--- config.mk ---
export PLATFORM = sky130hd
export DESIGN_NAME = lift_dispatcher
export DESIGN_NICKNAME = d
export VERILOG_FILES = /design/src/rtl/lift_pkg.sv /design/src/rtl/lift_cost_select.sv /design/src/rtl/lift_dispatcher.sv
export SDC_FILE = /design/constraint.sdc
export NUM_CORES = 1
export LEC_CHECK = 0
export CORE_MARGIN = 2
export CORE_UTILIZATION = 60
export CTS_CLUSTER_SIZE = 20
export DETAILED_ROUTE_END_ITERATION = 12
export GPL_TIMING_DRIVEN = 1
export PLACE_DENSITY = 0.78
export SETUP_SLACK_MARGIN = 0.5
export SYNTH_ARGS = -nofsm -noshare
export SYNTH_HDL_FRONTEND = slang
export SYNTH_SLANG_ARGS = --single-unit
--- constraint.sdc ---
create_clock -name clk -period 12.6 [get_ports clk]
set_input_delay 2.52 -clock clk [delete_from_list [all_inputs] [get_ports clk]]
set_output_delay 2.52 -clock clk [all_outputs]
set_load 0.05 [all_outputs]
--- src/rtl/lift_pkg.sv ---
// Shared types and helpers for the hall-call dispatcher.
// Direction codes, FSM states and the floor-distance cost.
package lift_pkg;

  localparam logic [1:0] DIR_IDLE = 2'b00;
  localparam logic [1:0] DIR_UP   = 2'b01;
  localparam logic [1:0] DIR_DN   = 2'b10;

  localparam int CW = 16;

  typedef enum logic [1:0] {
    SCAN,
    EVAL,
    ISSUE
  } state_t;

  function automatic logic [CW-1:0] floor_cost(
    input logic [CW-1:0] a,
    input logic [CW-1:0] b
  );
    return (a > b) ? a - b : b - a;
  endfunction

  function automatic logic dir_serves(
    input logic [1:0] dir,
    input logic       up
  );
    return (dir == DIR_IDLE) ||
           (up ? (dir == DIR_UP) : (dir == DIR_DN));
  endfunction

endpackage

--- src/rtl/lift_cost_select.sv ---
// Eligibility filter and nearest-car argmin for one hall call.
// Ties resolve to the lowest car index.
module lift_cost_select
  import lift_pkg::*;
#(
  parameter int NUM_FLOORS  = 11,
  parameter int NUM_LIFTS   = 4,
  parameter int MAX_PENDING = 3,
  parameter int PW          = 5,
  localparam int FW = $clog2(NUM_FLOORS),
  localparam int LW = (NUM_LIFTS > 1) ? $clog2(NUM_LIFTS) : 1
) (
  input  logic [NUM_LIFTS*FW-1:0] floors_i,
  input  logic [NUM_LIFTS*2-1:0]  dirs_i,
  input  logic [NUM_LIFTS*PW-1:0] pending_i,
  input  logic [FW-1:0]           call_floor_i,
  input  logic                    call_up_i,
  input  logic                    age_override_i,
  output logic                    found_o,
  output logic [LW-1:0]           index_o
);

  always_comb begin
    logic [CW-1:0] best;
    logic [CW-1:0] c;
    logic [FW-1:0] fl;
    logic [1:0]    dr;
    logic [PW-1:0] pd;
    logic          cap;
    logic          dir_ok;
    logic          found;
    logic [LW-1:0] idx;
    best   = '1;
    c      = '0;
    fl     = '0;
    dr     = '0;
    pd     = '0;
    cap    = 1'b0;
    dir_ok = 1'b0;
    found  = 1'b0;
    idx    = '0;
    for (int k = 0; k < NUM_LIFTS; k++) begin
      fl  = floors_i[k*FW +: FW];
      dr  = dirs_i[k*2 +: 2];
      pd  = pending_i[k*PW +: PW];
      cap = age_override_i || (int'(pd) < MAX_PENDING);
      dir_ok = (dr == DIR_IDLE) ||
               (dr == DIR_UP && call_up_i &&
                fl <= call_floor_i) ||
               (dr == DIR_DN && !call_up_i &&
                fl >= call_floor_i);
      c = floor_cost(CW'(fl), CW'(call_floor_i));
      if (cap && dir_ok && (!found || c < best)) begin
        found = 1'b1;
        best  = c;
        idx   = LW'(k);
      end
    end
    found_o = found;
    index_o = idx;
  end

endmodule

--- src/rtl/lift_dispatcher.sv ---
// Hall-call latch, scan FSM and per-car assignment handshake.
// Optional call aging: define LIFT_DISPATCH_AGING_EN.
module lift_dispatcher
  import lift_pkg::*;
#(
  parameter int NUM_FLOORS  = 11,
  parameter int NUM_LIFTS   = 4,
  parameter int MAX_PENDING = 3,
  parameter int AGE_LIMIT   = 255,
  localparam int FW = $clog2(NUM_FLOORS)
) (
  input  logic                    clk,
  input  logic                    rst,
  input  logic [NUM_FLOORS-1:0]   hall_up,
  input  logic [NUM_FLOORS-1:0]   hall_dn,
  input  logic [NUM_LIFTS*FW-1:0] lift_floor,
  input  logic [NUM_LIFTS*2-1:0]  lift_dir,
  input  logic [NUM_LIFTS-1:0]    lift_arrive,
  output logic [NUM_LIFTS-1:0]    assign_valid,
  input  logic [NUM_LIFTS-1:0]    assign_ready,
  output logic [FW-1:0]           assign_floor,
  output logic                    assign_up,
  output logic [NUM_FLOORS-1:0]   up_lamp,
  output logic [NUM_FLOORS-1:0]   dn_lamp
);

  localparam int NS  = 2 * NUM_FLOORS;
  localparam int SPW = $clog2(NS);
  localparam int PW  = $clog2(NS + 1);
  localparam int LW  = (NUM_LIFTS > 1) ? $clog2(NUM_LIFTS) : 1;

  state_t                       state_q;
  logic [SPW-1:0]               ptr_q;
  logic [SPW-1:0]               ptr_nx;
  logic [LW-1:0]                win_q;
  logic [NUM_LIFTS-1:0]         av_q;
  logic [FW-1:0]                af_q;
  logic                         au_q;

  logic [NS-1:0]                lat_q;
  logic [NS-1:0]                asg_q;
  logic [LW-1:0]                own_q [NS];
  logic [NS-1:0]                press;
  logic [NS-1:0]                clr;

  logic [NUM_LIFTS-1:0][PW-1:0] pend_q;
  logic [NUM_LIFTS-1:0][PW-1:0] pend_d;
  logic [NUM_LIFTS-1:0][PW-1:0] n_clr;

  logic                         ptr_up;
  logic [FW-1:0]                ptr_floor;
  logic                         hs;
  logic                         age_ovr;
  logic                         found;
  logic [LW-1:0]                win_idx;

  // Slots 0..F-1 are up calls, F..2F-1 are down calls.
  always_comb begin
    ptr_up    = ptr_q < SPW'(NUM_FLOORS);
    ptr_floor = FW'(ptr_up ? ptr_q
                           : ptr_q - SPW'(NUM_FLOORS));
    ptr_nx    = (ptr_q == SPW'(NS - 1)) ? '0
                                        : ptr_q + 1'b1;
  end

  assign hs = |(av_q & assign_ready);

  always_comb begin
    press = '0;
    for (int f = 0; f < NUM_FLOORS; f++) begin
      press[f] = hall_up[f] && (f != NUM_FLOORS - 1);
      press[NUM_FLOORS+f] = hall_dn[f] && (f != 0);
    end
  end

  always_comb begin
    clr   = '0;
    n_clr = '0;
    for (int s = 0; s < NS; s++) begin
      for (int k = 0; k < NUM_LIFTS; k++) begin
        if (lift_arrive[k] && asg_q[s] &&
            own_q[s] == LW'(k) &&
            lift_floor[k*FW +: FW] ==
              FW'(s < NUM_FLOORS ? s : s - NUM_FLOORS) &&
            dir_serves(lift_dir[k*2 +: 2],
                       s < NUM_FLOORS)) begin
          clr[s]   = 1'b1;
          n_clr[k] = n_clr[k] + PW'(1);
        end
      end
    end
  end

  always_comb begin
    int t;
    t      = 0;
    pend_d = pend_q;
    for (int k = 0; k < NUM_LIFTS; k++) begin
      t = int'(pend_q[k]) - int'(n_clr[k]) +
          ((hs && win_q == LW'(k)) ? 1 : 0);
      pend_d[k] = (t < 0) ? '0 : PW'(t);
    end
  end

  always_ff @(posedge clk or posedge rst) begin
    if (rst) begin
      pend_q <= '0;
    end else begin
      pend_q <= pend_d;
    end
  end

  // A clear wins over a same-cycle press; it re-latches next cycle.
  always_ff @(posedge clk or posedge rst) begin
    if (rst) begin
      lat_q <= '0;
      asg_q <= '0;
      for (int s = 0; s < NS; s++) begin
        own_q[s] <= '0;
      end
    end else begin
      for (int s = 0; s < NS; s++) begin
        if (clr[s]) begin
          lat_q[s] <= 1'b0;
          asg_q[s] <= 1'b0;
        end else if (hs && ptr_q == SPW'(s)) begin
          asg_q[s] <= 1'b1;
          own_q[s] <= win_q;
        end else if (!lat_q[s] && press[s]) begin
          lat_q[s] <= 1'b1;
        end
      end
    end
  end

`ifdef LIFT_DISPATCH_AGING_EN
  localparam int AW = $clog2(AGE_LIMIT + 1);

  logic [AW-1:0] age_q [NS];

  always_ff @(posedge clk or posedge rst) begin
    if (rst) begin
      for (int s = 0; s < NS; s++) begin
        age_q[s] <= '0;
      end
    end else begin
      for (int s = 0; s < NS; s++) begin
        if (!lat_q[s] || asg_q[s]) begin
          age_q[s] <= '0;
        end else if (age_q[s] < AW'(AGE_LIMIT)) begin
          age_q[s] <= age_q[s] + 1'b1;
        end
      end
    end
  end

  assign age_ovr = age_q[ptr_q] >= AW'(AGE_LIMIT);
`else
  // Aging disabled: the capacity limit always applies.
  assign age_ovr = (AGE_LIMIT < 0);
`endif

  lift_cost_select #(
    .NUM_FLOORS  (NUM_FLOORS),
    .NUM_LIFTS   (NUM_LIFTS),
    .MAX_PENDING (MAX_PENDING),
    .PW          (PW)
  ) u_sel (
    .floors_i       (lift_floor),
    .dirs_i         (lift_dir),
    .pending_i      (pend_q),
    .call_floor_i   (ptr_floor),
    .call_up_i      (ptr_up),
    .age_override_i (age_ovr),
    .found_o        (found),
    .index_o        (win_idx)
  );

  always_ff @(posedge clk or posedge rst) begin
    if (rst) begin
      state_q <= SCAN;
      ptr_q   <= '0;
      win_q   <= '0;
      av_q    <= '0;
      af_q    <= '0;
      au_q    <= 1'b0;
    end else begin
      unique case (state_q)
        SCAN: begin
          if (lat_q[ptr_q] && !asg_q[ptr_q]) begin
            state_q <= EVAL;
          end else begin
            ptr_q <= ptr_nx;
          end
        end
        EVAL: begin
          if (found) begin
            win_q   <= win_idx;
            av_q    <= NUM_LIFTS'(1) << win_idx;
            af_q    <= ptr_floor;
            au_q    <= ptr_up;
            state_q <= ISSUE;
          end else begin
            ptr_q   <= ptr_nx;
            state_q <= SCAN;
          end
        end
        ISSUE: begin
          if (hs) begin
            av_q    <= '0;
            ptr_q   <= ptr_nx;
            state_q <= SCAN;
          end
        end
        default: state_q <= SCAN;
      endcase
    end
  end

  assign assign_valid = av_q;
  assign assign_floor = af_q;
  assign assign_up    = au_q;
  assign up_lamp      = lat_q[NUM_FLOORS-1:0];
  assign dn_lamp      = lat_q[NS-1:NUM_FLOORS];

endmodule
==> metrics.txt <==
outcome=finished clean; max cap viols=0; grt ovf=0; sequential area share after synthesis=19.5%; IO Count=87; Synth cell types=102; Place WS=-773 ps; post-synthesis simple-gate area fraction=28.1%; EDFF count, synth=0; crit-path max FO=3; CTS tree=done; multiplexer area fraction after synthesis=7.87%; Lkg Pwr=9.55 nW; Clock Pin Slew Worst Setup and Hold Paths=70 ps; latest clock arrival within the worst-skew pair=450 ps; Netlist Area Pre-Place=15,900 µm²; Port Buf Inserts=82; CP Buf/Inv Count=5; Worst Hold Class=reg -> reg; final setup violating endpoints=0; post-route setup slack=128 ps; peak supply drop=0.200 mV; post-route cell area=20,000 µm²; DRC=0; gpl congestion=1.03; RSZ-0062 raised after global routing=true; #FFs+latches synth=124; Area Growth Syn to Fin=25.6%; Crit-path slowest cell=ha_1; Synth Area per Inst=8.06 µm²; relative slew slack=11.7%; Longest Clk Path Bufs=2; DR vias=17,300; Peak Freq=80.2 MHz; htree depth=4; initial core utilization=61.2%; Die Footprint=27,900 µm²; pin count of the biggest net entering global routing=82; # rows=59; Startpoint Class=input pin; Crit Path Class=in -> reg; pwr dens=172 nW/µm²; Worst EP arrival=12,800 ps; HPWL after DPL=47,000 µm; first-pass GRT wire length=92,400 µm; final core occ=76.9%; CP max stage delay=340 ps; WL final=60,800 µm; CP top delay family=adder cells; post-route ant nets=0; Final min period=12,470 ps; Final Hold Fails=0; DIE WIDTH=167 µm; # clock sinks=124; initial antenna violation count=1; adder-cell share of the synthesized area=14.5%; Starting DRT DRC Count=2,033; Vert. Die Dim=167 µm; most used cell, CP=ha_1; Crit. End Element=flip-flop; measured slew at the worst slew-check pin=1310 ps; Inserted Clock Buffers=17; asr flop ratio synth=100%; Wirelength per Cell=23.4 µm; largest family of logic cells by synthesized area=simple AND/OR/NAND/NOR gates; GRT Total Usage=42.3%; clk_skew=21.0 ps; XOR/XNOR share of the synthesized area=7.79%; number of global-route vias before repair=16,600; Hold Buf Count CTS=0; Final Max Slew Viols=0; Core ar.=26,100 µm²; Primary FF master, synth=dfrtp_1; DP Area=18,400 µm²; worst path required time=12,920 ps; final period utilization=99.0%; Synth Warn #=0; Synth Area in Compound Gates=17.3%; CTS root buffer=clkbuf_16; 1st-pass router iterations=6; fraction of layout cells with a size suffix above 1=21.9%; Cells after Synth=1,979; fin nets=2,480; drt via density=6.67
-- registers in the layout, indices dropped and copies added (netlist names) --
signal        cells
win_q             2
assign_up         1
ptr_q             5
asg_q            22
assign_floor      4
assign_valid      4
state_q           2
own_q            44
pend_q           20
lat_q            20
-- metal layers --
layer | up-vias | track usage (%) | wire, µm
met5 | - | 0 | 0
met2 | 1085 | 66.6 | 26900
li1 | 7806 | - | -
met1 | 8187 | 54.9 | 23200
met4 | 0 | 20.7 | 3440
met3 | 235 | 9.60 | 7320
-- cells in the final DEF (no fill, tap or decap), drive strengths merged, types with 67 or more instances in the layout --
master / Yosys / layout
o21ai: 75 / 75
a21oi: 116 / 116
dfrtp: 124 / 124
clkdlybuf4s50: 0 / 67
nand2: 170 / 170
ha: 166 / 166
buf: 11 / 233
nor2: 162 / 162
xnor2: 89 / 89
inv: 137 / 146
nand3: 77 / 77
-- cell type report --
| type | instances | area [µm²] |
|---|---|---|
| inverter | 138 | 523 |
| clock inverter | 15 | 199 |
| clock buffer | 17 | 425 |
| tap | 335 | 419 |
| sequential | 124 | 3100 |
| antenna | 2 | 5.00 |
| fill | 1852 | 6030 |
| timing repair buffer | 308 | 2590 |
| multi-input combinational | 1657 | 12800 |
-- cell usage after synthesis (all sizes together), types with 44 or more instances --
library cell  count  area (µm²)
a21oi           116         584
xor2             45         447
mux2             61         687
dfrtp           124        3100
nand4            44         275
inv             137         514
ha              166        2080
nand2           170         638
nor2            162         613
o21ai            75         375
xnor2            89         795
nor3             57         302
nand3            77         385
nor4             46         315
clkbuf           53         199
-- power by group --
part           switching (mW)  internal (mW)
sequential              0.219          0.534
clock                   0.232          0.320
combinational            1.25          0.878
-- what timing repair did --
| action | in CTS | in global routing |
|---|---|---|
| gates resized for setup | 67 | 109 |
| pin swaps | 61 | 85 |
| endpoints found under the hold margin | 0 | 0 |
| cloned | 0 | 0 |
| setup buffers | 42 | 14 |
| endpoints found under the setup margin | 10 | 20 |
-- through the flow --
stage | hold WS [ps] | std cells | setup TNS [ps] | power, mW
CTS | 515 | 2580 | 0 | 3.33
detailed placement | 505 | 2506 | -5580 | 2.75
finish | 516 | 2596 | 0 | 3.43
floorplan | 462 | 1983 | 0 | 2.12
global placement | 499 | 2506 | -3640 | 2.68
global route | 542 | 2594 | -2190 | 3.66
-- worst paths after layout --
check                                            start                           to  slack (ps)  cells after the start
worst max register to register   own_q[43]$_DFFE_PP0P_         pend_q[18]$_DFF_PP0_        2080                     63
min in group asynchronous                          rst  assign_valid[1]$_DFFE_PP0P_        2690                      2
worst min register to register  state_q[1]$_DFFE_PP0P_       state_q[0]$_DFFE_PP0P_         520                      1
worst min-delay path            state_q[1]$_DFFE_PP0P_       state_q[0]$_DFFE_PP0P_         520                      1
max in group asynchronous                          rst        own_q[11]$_DFFE_PP0P_        8690                      3
worst max-delay path                    lift_floor[13]         pend_q[18]$_DFF_PP0_         130                     65
-- worst register-to-register path: cells and delay by family (launching register included) --
kind | cells | cell delay [ps]
adders and majority gates | 11 | 3080
and+or+nand+nor | 21 | 2310
xor gates and xnor gates | 8 | 1470
muxes | 3 | 600
buffers and inverters | 4 | 450
DFF | 1 | 410
AOI/OAI and AO/OA | 16 | 2120
-- kinds of logic after synthesis --
group	after synthesis
flip-flops	124
multiplexers	109
buffers and inverters	202
XOR/XNOR	134
AO/OA/AOI/OAI	407
AND/OR/NAND/NOR	823
adder cells (fa/ha/maj)	178
other	2
Power figures use the tool's default switching activity.
